## src/rtl/operand_loader_if.sv

```systemverilog
// ----------------------------------------------------------------------------
// operand_loader_if
//   Operand stream into the operand loader.
//
//   Handshake: a word transfers on every rising clk edge where in_valid and
//   in_ready are both high. The source holds in_data stable while in_valid is
//   high and the word has not yet transferred. in_valid must not depend on
//   in_ready. in_ready may change in any cycle.
//
//   Signals:
//     in_data   operand word           (master -> slave)
//     in_valid  in_data is valid       (master -> slave)
//     in_ready  slave accepts a word   (slave  -> master)
// ----------------------------------------------------------------------------
interface operand_loader_if #(
    parameter int DATA_W = 16
);
    logic [DATA_W-1:0] in_data;
    logic              in_valid;
    logic              in_ready;

    modport master (
        output in_data,
        output in_valid,
        input  in_ready
    );

    modport slave (
        input  in_data,
        input  in_valid,
        output in_ready
    );
endinterface

```

## src/rtl/operand_loader.sv

```systemverilog
// ----------------------------------------------------------------------------
// operand_loader
//   Upstream feeder for the approximate-multiplier datapath. Collects 16-bit
//   operands from a valid/ready stream and writes them into the input RAM in
//   pairs (even address = operand A, odd address = operand B). When the RAM
//   is full, or a flush arrives with at least one word stored, an odd batch
//   is padded with a zero word, start is pulsed to the multiplier controller,
//   and input is held off until the controller returns done_i.
//
//   Optional feature (macro OPERAND_ZERO_FLAG_EN):
//     defined   -> zero_seen is a sticky flag set the cycle after any accepted
//                  word equal to zero (pad words excluded), cleared on done_i
//                  or reset.
//     undefined -> zero_seen is tied to 0.
//
//   Ports:
//     clk          rising-edge clock
//     rst          asynchronous, active-low reset
//     in_s         operand stream (operand_loader_if.slave)
//     flush        single-cycle request to launch a partial batch
//     wr_en        input RAM write enable (one-cycle pulse per write)
//     wr_addr      input RAM write address
//     wr_data      input RAM write data
//     start        one-cycle pulse: batch is ready in RAM
//     batch_pairs  operand pairs in the launched batch, held until done_i
//     done_i       one-cycle pulse from the controller: batch consumed
//     busy         high while launching or waiting for the controller
//     zero_seen    zero operand seen in this batch (see above)
//     dbg_state    current FSM state (0 FILL, 1 PAD_CHK, 2 LAUNCH, 3 WAIT)
// ----------------------------------------------------------------------------
module operand_loader #(
    parameter int DATA_W = 16,
    parameter int DEPTH  = 16,
    parameter int ADDR_W = 4
) (
    input  logic              clk,
    input  logic              rst,
    operand_loader_if.slave   in_s,
    input  logic              flush,
    output logic              wr_en,
    output logic [ADDR_W-1:0] wr_addr,
    output logic [DATA_W-1:0] wr_data,
    output logic              start,
    output logic [ADDR_W-1:0] batch_pairs,
    input  logic              done_i,
    output logic              busy,
    output logic              zero_seen,
    output logic [1:0]        dbg_state
);

    typedef enum logic [1:0] {
        FILL    = 2'd0,
        PAD_CHK = 2'd1,
        LAUNCH  = 2'd2,
        WAIT    = 2'd3
    } state_t;

    localparam logic [ADDR_W:0] DEPTH_C = (ADDR_W+1)'(DEPTH);

    state_t            state_q, state_d;
    logic [ADDR_W:0]   count_q, count_d;
    logic [ADDR_W:0]   count_inc;
    logic              wr_en_d;
    logic [ADDR_W-1:0] wr_addr_d;
    logic [DATA_W-1:0] wr_data_d;
    logic              start_d;
    logic [ADDR_W-1:0] pairs_d;
    logic              hs;

    // Ready is gated by rst so it stays low while reset is held and rises
    // combinationally as soon as reset is released.
    assign in_s.in_ready = rst && (state_q == FILL) && (count_q < DEPTH_C);
    assign hs            = in_s.in_valid && in_s.in_ready;
    assign count_inc     = count_q + 1'b1;
    assign busy          = (state_q == LAUNCH) || (state_q == WAIT);
    assign dbg_state     = state_q;

    always_ff @(posedge clk or negedge rst) begin
        if (!rst) begin
            state_q     <= FILL;
            count_q     <= '0;
            wr_en       <= 1'b0;
            wr_addr     <= '0;
            wr_data     <= '0;
            start       <= 1'b0;
            batch_pairs <= '0;
        end else begin
            state_q     <= state_d;
            count_q     <= count_d;
            wr_en       <= wr_en_d;
            wr_addr     <= wr_addr_d;
            wr_data     <= wr_data_d;
            start       <= start_d;
            batch_pairs <= pairs_d;
        end
    end

    // All outputs are registered: a write decided in FILL/PAD_CHK appears the
    // cycle after, and start is decided in LAUNCH so it lands the cycle after
    // LAUNCH, i.e. strictly after any pad write issued from PAD_CHK.
    always_comb begin
        state_d   = state_q;
        count_d   = count_q;
        wr_en_d   = 1'b0;
        wr_addr_d = wr_addr;
        wr_data_d = wr_data;
        start_d   = 1'b0;
        pairs_d   = batch_pairs;

        case (state_q)
            FILL: begin
                if (hs) begin
                    wr_en_d   = 1'b1;
                    wr_addr_d = count_q[ADDR_W-1:0];
                    wr_data_d = in_s.in_data;
                    count_d   = count_inc;
                end
                // A flush in the same cycle as a handshake sees the updated
                // count, so a flush on the first word still launches.
                if ((count_d == DEPTH_C) || (flush && (count_d != '0))) begin
                    state_d = PAD_CHK;
                end
            end
            PAD_CHK: begin
                if (count_q[0]) begin
                    wr_en_d   = 1'b1;
                    wr_addr_d = count_q[ADDR_W-1:0];
                    wr_data_d = '0;
                    count_d   = count_inc;
                end
                // Padded count is even; pairs = count/2 (DEPTH gives DEPTH/2).
                pairs_d = count_d[ADDR_W:1];
                state_d = LAUNCH;
            end
            LAUNCH: begin
                start_d = 1'b1;
                state_d = WAIT;
            end
            WAIT: begin
                if (done_i) begin
                    count_d = '0;
                    state_d = FILL;
                end
            end
            default: begin
                state_d = FILL;
            end
        endcase
    end

`ifdef OPERAND_ZERO_FLAG_EN
    logic zero_q;

    // Only stream handshakes feed the flag, so pad words never set it.
    always_ff @(posedge clk or negedge rst) begin
        if (!rst) begin
            zero_q <= 1'b0;
        end else if ((state_q == WAIT) && done_i) begin
            zero_q <= 1'b0;
        end else if (hs && (in_s.in_data == '0)) begin
            zero_q <= 1'b1;
        end
    end

    assign zero_seen = zero_q;
`else
    assign zero_seen = 1'b0;
`endif

endmodule

```

## src/flat_wrapper.sv

```systemverilog
// flat-port wrapper written by rule: the top's interface ports become plain ports
module operand_loader_flat 
#(
    parameter int DATA_W = 16,
    parameter int DEPTH  = 16,
    parameter int ADDR_W = 4
)
  (clk, rst, flush, wr_en, wr_addr, wr_data, start, batch_pairs, done_i, busy, zero_seen, dbg_state, in_s_in_data, in_s_in_valid, in_s_in_ready);
  operand_loader_if #(.DATA_W(DATA_W)) in_s_i ();
  input  logic clk;
  input  logic rst;
  input  logic flush;
  output logic wr_en;
  output logic [ADDR_W-1:0] wr_addr;
  output logic [DATA_W-1:0] wr_data;
  output logic start;
  output logic [ADDR_W-1:0] batch_pairs;
  input  logic done_i;
  output logic busy;
  output logic zero_seen;
  output logic [1:0] dbg_state;
  input wire logic [$bits(in_s_i.in_data)-1:0] in_s_in_data;
  input wire logic [$bits(in_s_i.in_valid)-1:0] in_s_in_valid;
  output wire logic [$bits(in_s_i.in_ready)-1:0] in_s_in_ready;
  assign in_s_i.in_data = in_s_in_data;
  assign in_s_i.in_valid = in_s_in_valid;
  assign in_s_in_ready = in_s_i.in_ready;
  operand_loader #(.DATA_W(DATA_W), .DEPTH(DEPTH), .ADDR_W(ADDR_W)) u_core (.clk(clk), .rst(rst), .in_s(in_s_i), .flush(flush), .wr_en(wr_en), .wr_addr(wr_addr), .wr_data(wr_data), .start(start), .batch_pairs(batch_pairs), .done_i(done_i), .busy(busy), .zero_seen(zero_seen), .dbg_state(dbg_state));
endmodule
```

## config.mk

```make
export PLATFORM = sky130hd
export DESIGN_NAME = operand_loader_flat
export DESIGN_NICKNAME = d
export VERILOG_FILES = /design/src/rtl/operand_loader_if.sv /design/src/rtl/operand_loader.sv /design/src/flat_wrapper.sv
export SDC_FILE = /design/constraint.sdc
export NUM_CORES = 1
export LEC_CHECK = 0
export CAP_MARGIN = 20
export CORE_ASPECT_RATIO = 1.5
export CORE_MARGIN = 5
export CORE_UTILIZATION = 45
export DETAILED_ROUTE_END_ITERATION = 16
export GPL_TIMING_DRIVEN = 0
export PLACE_DENSITY = 0.8
export RECOVER_POWER = 25
export SYNTH_ARGS = -nofsm -noshare
export SYNTH_HDL_FRONTEND = slang
export SYNTH_SLANG_ARGS = --single-unit
```

## constraint.sdc

```tcl
create_clock -name clk -period 2.6 [get_ports clk]
set_input_delay 0.52 -clock clk [delete_from_list [all_inputs] [get_ports clk]]
set_output_delay 0.52 -clock clk [all_outputs]
set_load 0.005 [all_outputs]
```

## Word level (Yosys, flattened, before mapping)

Cells that the tools add are included.

| word-level totals | value |
|---|---|
| flip-flop bits (word level) | 33 |
| input port bits | 21 |
| output and inout bits | 31 |

| operators by class | value |
|---|---|
| $add $sub $neg | 1 |
| order comparisons | 1 |
| equal/unequal tests | 8 |
| mux-type cells | 18 |
| reductions and logical operators | 13 |

Operators with widths:

| kind | count |
|---|---|
| two-way mux 16 bit | 2 |
| case mux 16 bit (2 select lines) | 1 |
| two-way mux 5 bit | 4 |
| case mux 5 bit (3 select lines) | 1 |
| two-way mux 4 bit | 2 |
| case mux 2 bit (4 select lines) | 1 |
| case mux 4 bit (2 select lines) | 1 |
| adder 5 x 1 -> 5 bit, second input constant | 1 |
| equality test 5 bit, second input constant | 1 |
| < comparator 5 bit, second input constant | 1 |
| nonzero test 5 bit | 1 |
| equality test 2 bit, second input constant | 2 |
| logical AND 1 bit | 4 |
| two-way mux 2 bit | 2 |
| != test 2 x 1 -> 1 bit, second input constant | 2 |
| != test 2 bit, second input constant | 2 |
| AND reduction 2 bit | 2 |
| two-way mux 1 bit | 3 |
| AND reduction 3 bit | 1 |
| nonzero test 3 bit | 1 |
| equality test 2 x 1 -> 1 bit, second input constant | 1 |
| logical NOT 2 bit | 1 |
| logical OR 1 bit | 2 |
| case mux 1 bit (2 select lines) | 1 |
| nonzero test 2 bit | 1 |

## Longest topological paths before layout

Gate-level depths: netlist of run 1.

| logic depth | value |
|---|---|
| depth in word-level cells | 11 |
| mapped depth | 7 |
| mapped depth without buffers | 7 |

## Least setup slack after synthesis of run 1

No wires, ideal clock.

| timing path | value |
|---|---|
| kind | register to register |
| start point | register u_core.state_q[0] (netlist: u_core.dbg_state[0]) |
| end point | register u_core.state_q[1] (netlist: u_core.dbg_state[1]) |
| library setup time | 128 ps |
| arrival | 1919 ps |
| data required time | 2472 ps |
| setup slack | 553 ps |
| cell stages (with the launch flop) | 8 |
| buffers on the path | 0 |
| clock period less this slack | 2047 ps |
| cells stage by stage | dfrtp_1 > inv_1 > ha_1 > and4b_2 > nand3b_2 > o2111a_1 > nor4_4 > mux2_1 |

| between the ends | value |
|---|---|
| longest elaborated chain between the ends | 11 |

Ends and longest elaborated chain:

| what | line | RTL |
|---|---|---|
| from (decl) | operand_loader.sv:60 | `state_t state_q, state_d;` |
| from (signal assigned) | operand_loader.sv:88 | `state_q <= state_d;` |
| logical NOT 2 bit | operand_loader.sv:72, operand_loader.sv:110 |  |
| logical AND 1 bit (2 in series) | operand_loader.sv:72 | `assign in_s.in_ready = rst && (state_q == FILL) && (count_q < DEPTH_C);` |
| logical AND 1 bit | operand_loader.sv:73 | `assign hs = in_s.in_valid && in_s.in_ready;` |
| two-way mux 5 bit | operand_loader.sv:112 | `if (hs) begin` |
| two-way mux 5 bit | operand_loader.sv:110 | `case (state_q)` |
| nonzero test 5 bit | operand_loader.sv:120 | `if ((count_d == DEPTH_C) \|\| (flush && (count_d != '0))) begin` |
| logical AND 1 bit | operand_loader.sv:120 |  |
| logical OR 1 bit | operand_loader.sv:120 |  |
| != test 2 bit (no source line) | - |  |
| AND reduction 2 bit (no source line) | - |  |

Parallel ways exist; a longest one is shown, timed or not. The select of a mux whose other input is x is not followed.
A chain may end at the register's enable or synchronous reset.

## Final worst setup path of run 1

| timing path | value |
|---|---|
| start point | register u_core.state_q[1] (netlist: u_core.dbg_state[1]) |
| end point | output port busy |

| between the ends | value |
|---|---|
| longest elaborated chain between the ends | 2 |

Ends and longest elaborated chain:

| what | line | RTL |
|---|---|---|
| equality test 2 bit | operand_loader.sv:75 | `assign busy = (state_q == LAUNCH) \|\| (state_q == WAIT);` |
| logical OR 1 bit (*) | operand_loader.sv:75 |  |
| to (decl) | flat_wrapper.sv:19 | `output logic busy;` |

Every way passes the cells marked *; elsewhere a longest branch is shown, timed or not.

==> impl_metrics.env, run 1 <==
export IMPL_cap_violations=0
export IMPL_reg2reg_depth=7
export IMPL_gp_congestion=0.844
export IMPL_dieArea_mm2=0.00490
export IMPL_htreeDepth=2
export IMPL_synth_edf_count=0
export IMPL_clockBufferDepth=2
export IMPL_finalSetupViolations=0
export IMPL_synth_top_cell_area_share_pct=51.3
export IMPL_start_util_pct=46.7
export IMPL_path_cells="ha_1 -> clkbuf_1 -> or2_2 -> clkdlybuf4s50_1"
export IMPL_cts_clk_slew_worst_paths_ns=0.07
export IMPL_syn_to_final_growth_pct=39.4
export IMPL_synth_most_common_cell="dfrtp_1"
export IMPL_synth_seq_cells=33
export IMPL_root_buffer="clkbuf_8"
export IMPL_finalMaxSlewViolations=0
export IMPL_relSlewSlack_pct=49.2
export IMPL_endpoint_kind="output pin"
export IMPL_slowest_stage="clkdlybuf4s50_1"
export IMPL_drive_gt1_share_pct=11.6
export IMPL_cpPeakStageDelay_ns=0.45
export IMPL_synth_xor_area_share_pct=2.18
export IMPL_grt_setup_unrepaired="no"
export IMPL_num_nets_final=225
export IMPL_coreArea_mm2=0.00345
export IMPL_drtIter0Drc=33
export IMPL_fmax_mhz=417
export IMPL_netlist_top_cell_by_area="dfrtp_1"
export IMPL_yosys_area_share_simple_pct=12.0
export IMPL_drc=0
export IMPL_reg2reg_to="u_core.wr_data[9]"
export IMPL_numCtsBuffers=5
export IMPL_grt_start_max_net_pins=37
export IMPL_wl_per_cell_um=16.3
export IMPL_final_setup_skew_ns=0.00731
export IMPL_cp_start_kind="flip-flop"
export IMPL_grt_pass1_wl_mm=6.35
export IMPL_ys_flop_type="dfrtp_1"
export IMPL_required_ns=2.08
export IMPL_layout_min_cycle_time_ns=2.40
export IMPL_async_flop_share_pct=100
export IMPL_synth_commonest_cells="dfrtp_1, a22o_1, nor2_1, ha_1"
export IMPL_worst_skew_pair_late_latency_ns=0.29
export IMPL_place_hpwl_mm=2.93
export IMPL_path_delay_family="buffers and inverters"
export IMPL_grt_overflow_total=0
export IMPL_place_ws_ns=-0.0872
export IMPL_postCtsSetupRepairBufs=0
export IMPL_layout_cells_non_filler=240
export IMPL_grt_usage_pct=16.7
export IMPL_ctsResizeCount=0
export IMPL_syn_area_mm2=0.00161
export IMPL_diodes=0
export IMPL_yosys_warnings=0
export IMPL_setup_slack_ns=0.203
export IMPL_critPathKind="reg2out"
export IMPL_p_leak_uw=0.00102
export IMPL_period_share_pct=92.2
export IMPL_synthesis_nets=168
export IMPL_hold_violations=0
export IMPL_rows=26
export IMPL_tightest_slew_ns=0.763
export IMPL_status="finished, final reports clean"
export IMPL_clkSinkCount=33
export IMPL_drt_first_pass_iters=4
export IMPL_synthTopCellsByArea="dfrtp_1, a22o_1, ha_1"
export IMPL_ant_nets=0
export IMPL_dp_cells=232
export IMPL_first_global_vias=1314
export IMPL_path_max_fanout=8
export IMPL_portBuffers=50
export IMPL_min_path_type="in2async"
export IMPL_syn_inst=140
export IMPL_synth_top_family_by_area="compound AO/OA/AOI/OAI gates"
export IMPL_cp_arrival_ns=1.88
export IMPL_yosysSeqAreaShare_pct=51.3
export IMPL_synth_compound_area_share_pct=19.1
export IMPL_synth_adder_area_share_pct=5.44
export IMPL_die_width_um=58.8
export IMPL_synthMuxAreaShare_pct=5.44
export IMPL_p_per_area_mw_per_mm2=953
export IMPL_r2r_start="u_core.dbg_state[0]"
export IMPL_syn_area_per_cell_um2=11.5
export IMPL_ioPinCount=52
export IMPL_antenna_found_initial=0
export IMPL_cts_tree="yes"
export IMPL_r2r_slack_ns=0.31
export IMPL_die_h_um=83.3
export IMPL_totalWireLength_mm=3.92
export IMPL_path_buf_inv=2
export IMPL_vias_per_cell=5.50
export IMPL_peakVddDrop_uv=565
export IMPL_vias=1319
export IMPL_hold_buffers=0
export IMPL_ys_types=43
-- routing by layer --
layer	track usage (%)	share of wire (%)
met1	19.2	39
met2	28.3	55
met3	4.35	4.0
met4	7.22	1.8
met5	0	0
-- state kept, by name (all words and copies together), names as in the netlist --
name,cells
u_core.wr_data,16
u_core.wr_en,1
u_core.dbg_state,2
u_core.batch_pairs,4
u_core.count_q,5
u_core.wr_addr,4
u_core.start,1
-- kinds of logic after synthesis --
group,after synthesis
flops,33
simple gates,32
xor+xnor,4
fa+ha+maj,7
compound gates,40
mux,8
buf+inv,15
other cells,1
-- per-stage QoR --
step / power (µW) / hold slack (ns) / area [µm²] / TNS [ns] / utilization, %
after floorplan: 1310 / 0.224 / 1610 / 0 / -
after global placement: 1730 / 0.479 / 2160 / -25.19 / 62.7
after detailed placement: 1780 / 0.484 / 2160 / -0.714 / 62.6
after CTS: 2160 / 0.319 / 2240 / 0 / 65.1
after global routing: 2290 / 0.355 / 2240 / 0 / 65.1
final: 2140 / 0.299 / 2240 / 0 / 65.1
-- layout make-up --
cell class | instances | area (µm²)
clock buffers | 5 | 68.8
clock inverters | 3 | 17.5
repair buffers | 50 | 495
fillers | 298 | 1200
flip-flops and latches | 33 | 826
multi-input cells | 92 | 714
plain buffers | 11 | 55.1
inverters | 4 | 15.0
well taps | 42 | 52.6
-- power by group --
group	leakage [µW]	internal [µW]	switching, µW	total [µW]
Sequential	0.000438	656	84.1	740
Clock	0.0000439	184	187	372
Combinational	0.000541	543	485	1030
Total	0.00102	1380	756	2140
-- placed cells by master (no fill, tap or decap), types with 2 or more instances in the layout --
cell	count
xor2_1	2
a22o_1	18
nor2_1	10
clkbuf_1	6
a21oi_1	6
ha_1	7
xnor2_1	2
nand2_1	6
mux2i_1	2
mux2_2	2
dfrtp_1	33
clkinv_2	2
mux2_1	4
or2_2	2
a31oi_1	3
clkdlybuf4s50_1	49
nor4_1	2
inv_1	4
buf_2	3
nor3_1	2
clkbuf_8	5
o21ai_0	3
-- how the worst max path moves through the flow --
| stage | startpoint | endpoint | slack, ns | depth (start not counted) |
|---|---|---|---|---|
| after global placement | rst | u_core.dbg_state[1] | -1.10 | 6 |
| after CTS | rst | in_s_in_ready | 0.17 | 3 |
| after floorplan | u_core.dbg_state[0] | u_core.dbg_state[1] | 0.55 | 7 |
| after global routing | rst | u_core.wr_data[9] | 0.01 | 6 |
| after detailed placement | rst | u_core.wr_data[13] | -0.09 | 6 |
| final | u_core.dbg_state[1] | busy | 0.20 | 4 |
(Power assumes the default switching activity.)
==> run 2: changes to the inputs <==
--- a/config.mk
+++ b/config.mk
@@ -8,11 +8,12 @@
 export CAP_MARGIN = 20
 export CORE_ASPECT_RATIO = 1.5
 export CORE_MARGIN = 5
-export CORE_UTILIZATION = 45
+export CORE_UTILIZATION = 49
 export DETAILED_ROUTE_END_ITERATION = 16
 export GPL_TIMING_DRIVEN = 0
-export PLACE_DENSITY = 0.8
+export PLACE_DENSITY = 0.86
 export RECOVER_POWER = 25
+export SLEW_MARGIN = 15
 export SYNTH_ARGS = -nofsm -noshare
 export SYNTH_HDL_FRONTEND = slang
 export SYNTH_SLANG_ARGS = --single-unit
==> constraint.sdc (replaced) <==
create_clock -name clk -period 3 [get_ports clk]
set_input_delay 0.6 -clock clk [delete_from_list [all_inputs] [get_ports clk]]
set_output_delay 0.6 -clock clk [all_outputs]
set_load 0.005 [all_outputs]
==> run 2 against run 1 <==
Against the previous run: final area barely moved; first-iteration DRC count rose by 48%; clock-buffer cell count rose by 1; utilization rose by 6.0 points; die area fell by 7.0%; clock skew fell by 0.0042 ns; worst hold slack improved by 0.094 ns; register-to-register slack improved by 0.35 ns; sequential cell count did not move; routed wire length barely moved; largest cell class unchanged.
==> impl_metrics.env, run 2 (same netlist as run 1, synthesis figures left out) <==
export IMPL_place_hpwl_mm=2.97
export IMPL_grt_setup_unrepaired="no"
export IMPL_cp_start_kind="input port"
export IMPL_vias=1328
export IMPL_num_nets_final=225
export IMPL_peakVddDrop_uv=591
export IMPL_htreeDepth=2
export IMPL_dp_cells=230
export IMPL_postCtsSetupRepairBufs=0
export IMPL_cts_tree="yes"
export IMPL_grt_start_max_net_pins=37
export IMPL_endpoint_kind="output pin"
export IMPL_critPathKind="in2out"
export IMPL_drc=0
export IMPL_min_path_type="in2async"
export IMPL_cpPeakStageDelay_ns=0.59
export IMPL_required_ns=2.40
export IMPL_cts_clk_slew_worst_paths_ns=0.06
export IMPL_relSlewSlack_pct=48.8
export IMPL_hold_buffers=0
export IMPL_vias_per_cell=5.60
export IMPL_rows=25
export IMPL_tightest_slew_ns=0.767
export IMPL_final_common_cell="clkdlybuf4s50_1"
export IMPL_gp_congestion=0.860
export IMPL_clkSinkCount=33
export IMPL_clock_power_share_pct=18.0
export IMPL_layout_min_cycle_time_ns=2.53
export IMPL_ant_nets=0
export IMPL_internal_power_uw=1220
export IMPL_swShare_pct=35.1
export IMPL_grt_usage_pct=17.9
export IMPL_die_h_um=80.2
export IMPL_layout_cells_non_filler=237
export IMPL_path_cells="buf_2 -> and3b_1 -> clkdlybuf4s50_1"
export IMPL_power_switching_uw=660
export IMPL_ctsResizeCount=0
export IMPL_regMostFlops="u_core.wr_data"
export IMPL_portBuffers=50
export IMPL_p_leak_uw=0.00102
export IMPL_finalSetupViolations=0
export IMPL_hold_violations=0
export IMPL_ioPinCount=52
export IMPL_numCtsBuffers=5
export IMPL_fmax_mhz=395
export IMPL_period_share_pct=84.4
export IMPL_diodes=0
export IMPL_final_util_pct=71.1
export IMPL_slowest_stage="buf_2"
export IMPL_finalMaxSlewViolations=0
export IMPL_die_width_um=56.8
export IMPL_first_global_vias=1389
export IMPL_root_buffer="clkbuf_8"
export IMPL_dieArea_mm2=0.00456
export IMPL_coreArea_mm2=0.00316
export IMPL_syn_to_final_growth_pct=39.5
export IMPL_totalWireLength_mm=3.92
export IMPL_wl_per_cell_um=16.6
export IMPL_final_setup_skew_ns=0.00307
export IMPL_final_cell_mix="clkdlybuf4s50_1, dfrtp_1, a22o_1, nor2_1, ha_1"
export IMPL_grt_overflow_total=0
export IMPL_p_per_area_mw_per_mm2=837
export IMPL_drt_first_pass_iters=4
export IMPL_drive_gt1_share_pct=11.2
export IMPL_reg_top3="u_core.wr_data: 16 flops, u_core.count_q: 5 flops"
export IMPL_cp_arrival_ns=1.93
export IMPL_reg2reg_depth=7
export IMPL_power_share_sequential_pct=34.4
export IMPL_path_max_fanout=36
export IMPL_largest_reg_flops=16
export IMPL_status="finished, final reports clean"
export IMPL_combPwrFrac_pct=47.6
export IMPL_power_uw=1880
export IMPL_start_util_pct=51.0
export IMPL_cap_violations=0
export IMPL_worst_skew_pair_late_latency_ns=0.28
export IMPL_drtIter0Drc=49
export IMPL_antenna_found_initial=0
export IMPL_grt_pass1_wl_mm=6.28
export IMPL_clockBufferDepth=2
-- run 2: cell count changes in the layout (fill, tap and decap cells not counted) --
cell	delta
clkinv_2	-2
clkbuf_8	+1
-- run 2: cell type report --
| cell class | instances | area [µm²] |
|---|---|---|
| flip-flops and latches | 33 | 826 |
| clock inverters | 1 | 7.51 |
| fillers | 229 | 913 |
| inverters | 4 | 15.0 |
| well taps | 40 | 50.0 |
| repair buffers | 50 | 495 |
| clock buffers | 6 | 82.6 |
| multi-input cells | 92 | 714 |
| plain buffers | 11 | 55.1 |
-- run 2: critical path, delay by kind of cell --
| kind | cells | cell delay, ns |
|---|---|---|
| buffers and inverters | 2 | 1.08 |
| and+or+nand+nor | 1 | 0.25 |
-- run 2: worst paths after layout --
kind | from | endpoint | slack (ns)
setup reg to reg | u_core.dbg_state[0] | u_core.dbg_state[1] | 0.66
min in group clk | u_core.wr_addr[3] | u_core.wr_addr[3] | 0.50
hold reg to reg | u_core.wr_addr[3] | u_core.wr_addr[3] | 0.50
setup / recovery | rst | in_s_in_ready | 0.47
hold / removal | rst | u_core.count_q[4] | 0.39
max in group asynchronous | rst | u_core.wr_data[2] | 2.13
-- run 2: metal layers --
metal	track usage, %	share of wire [%]	wire length [µm]	vias up
met4	7.89	2.9	115	0
met3	5.95	7.2	283	11
met2	32.5	53	2060	61
met5	0	0	0	-
li1	-	-	-	625
met1	18.3	37	1460	631
-- run 2: power by group through the flow --
| stage | logic (µW) | registers [µW] | clock network (µW) |
|---|---|---|---|
| final | 895 | 646 | 339 |
| after global routing | 968 | 662 | 367 |
| after CTS | 903 | 648 | 351 |
| after detailed placement | 900 | 653 | 0 |
| after global placement | 855 | 643 | 0 |
| after floorplan | 480 | 652 | 0 |
-- run 2: per-stage QoR --
step / cell area (µm²) / TNS [ns] / setup WS, ns / hold WS [ns]
after floorplan: 1610 / 0 / 0.953 / 0.304
after global placement: 2160 / -15.50 / -0.771 / 0.478
after detailed placement: 2160 / 0 / 0.213 / 0.493
after CTS: 2250 / 0 / 0.423 / 0.402
after global routing: 2250 / 0 / 0.306 / 0.450
final: 2250 / 0 / 0.468 / 0.393
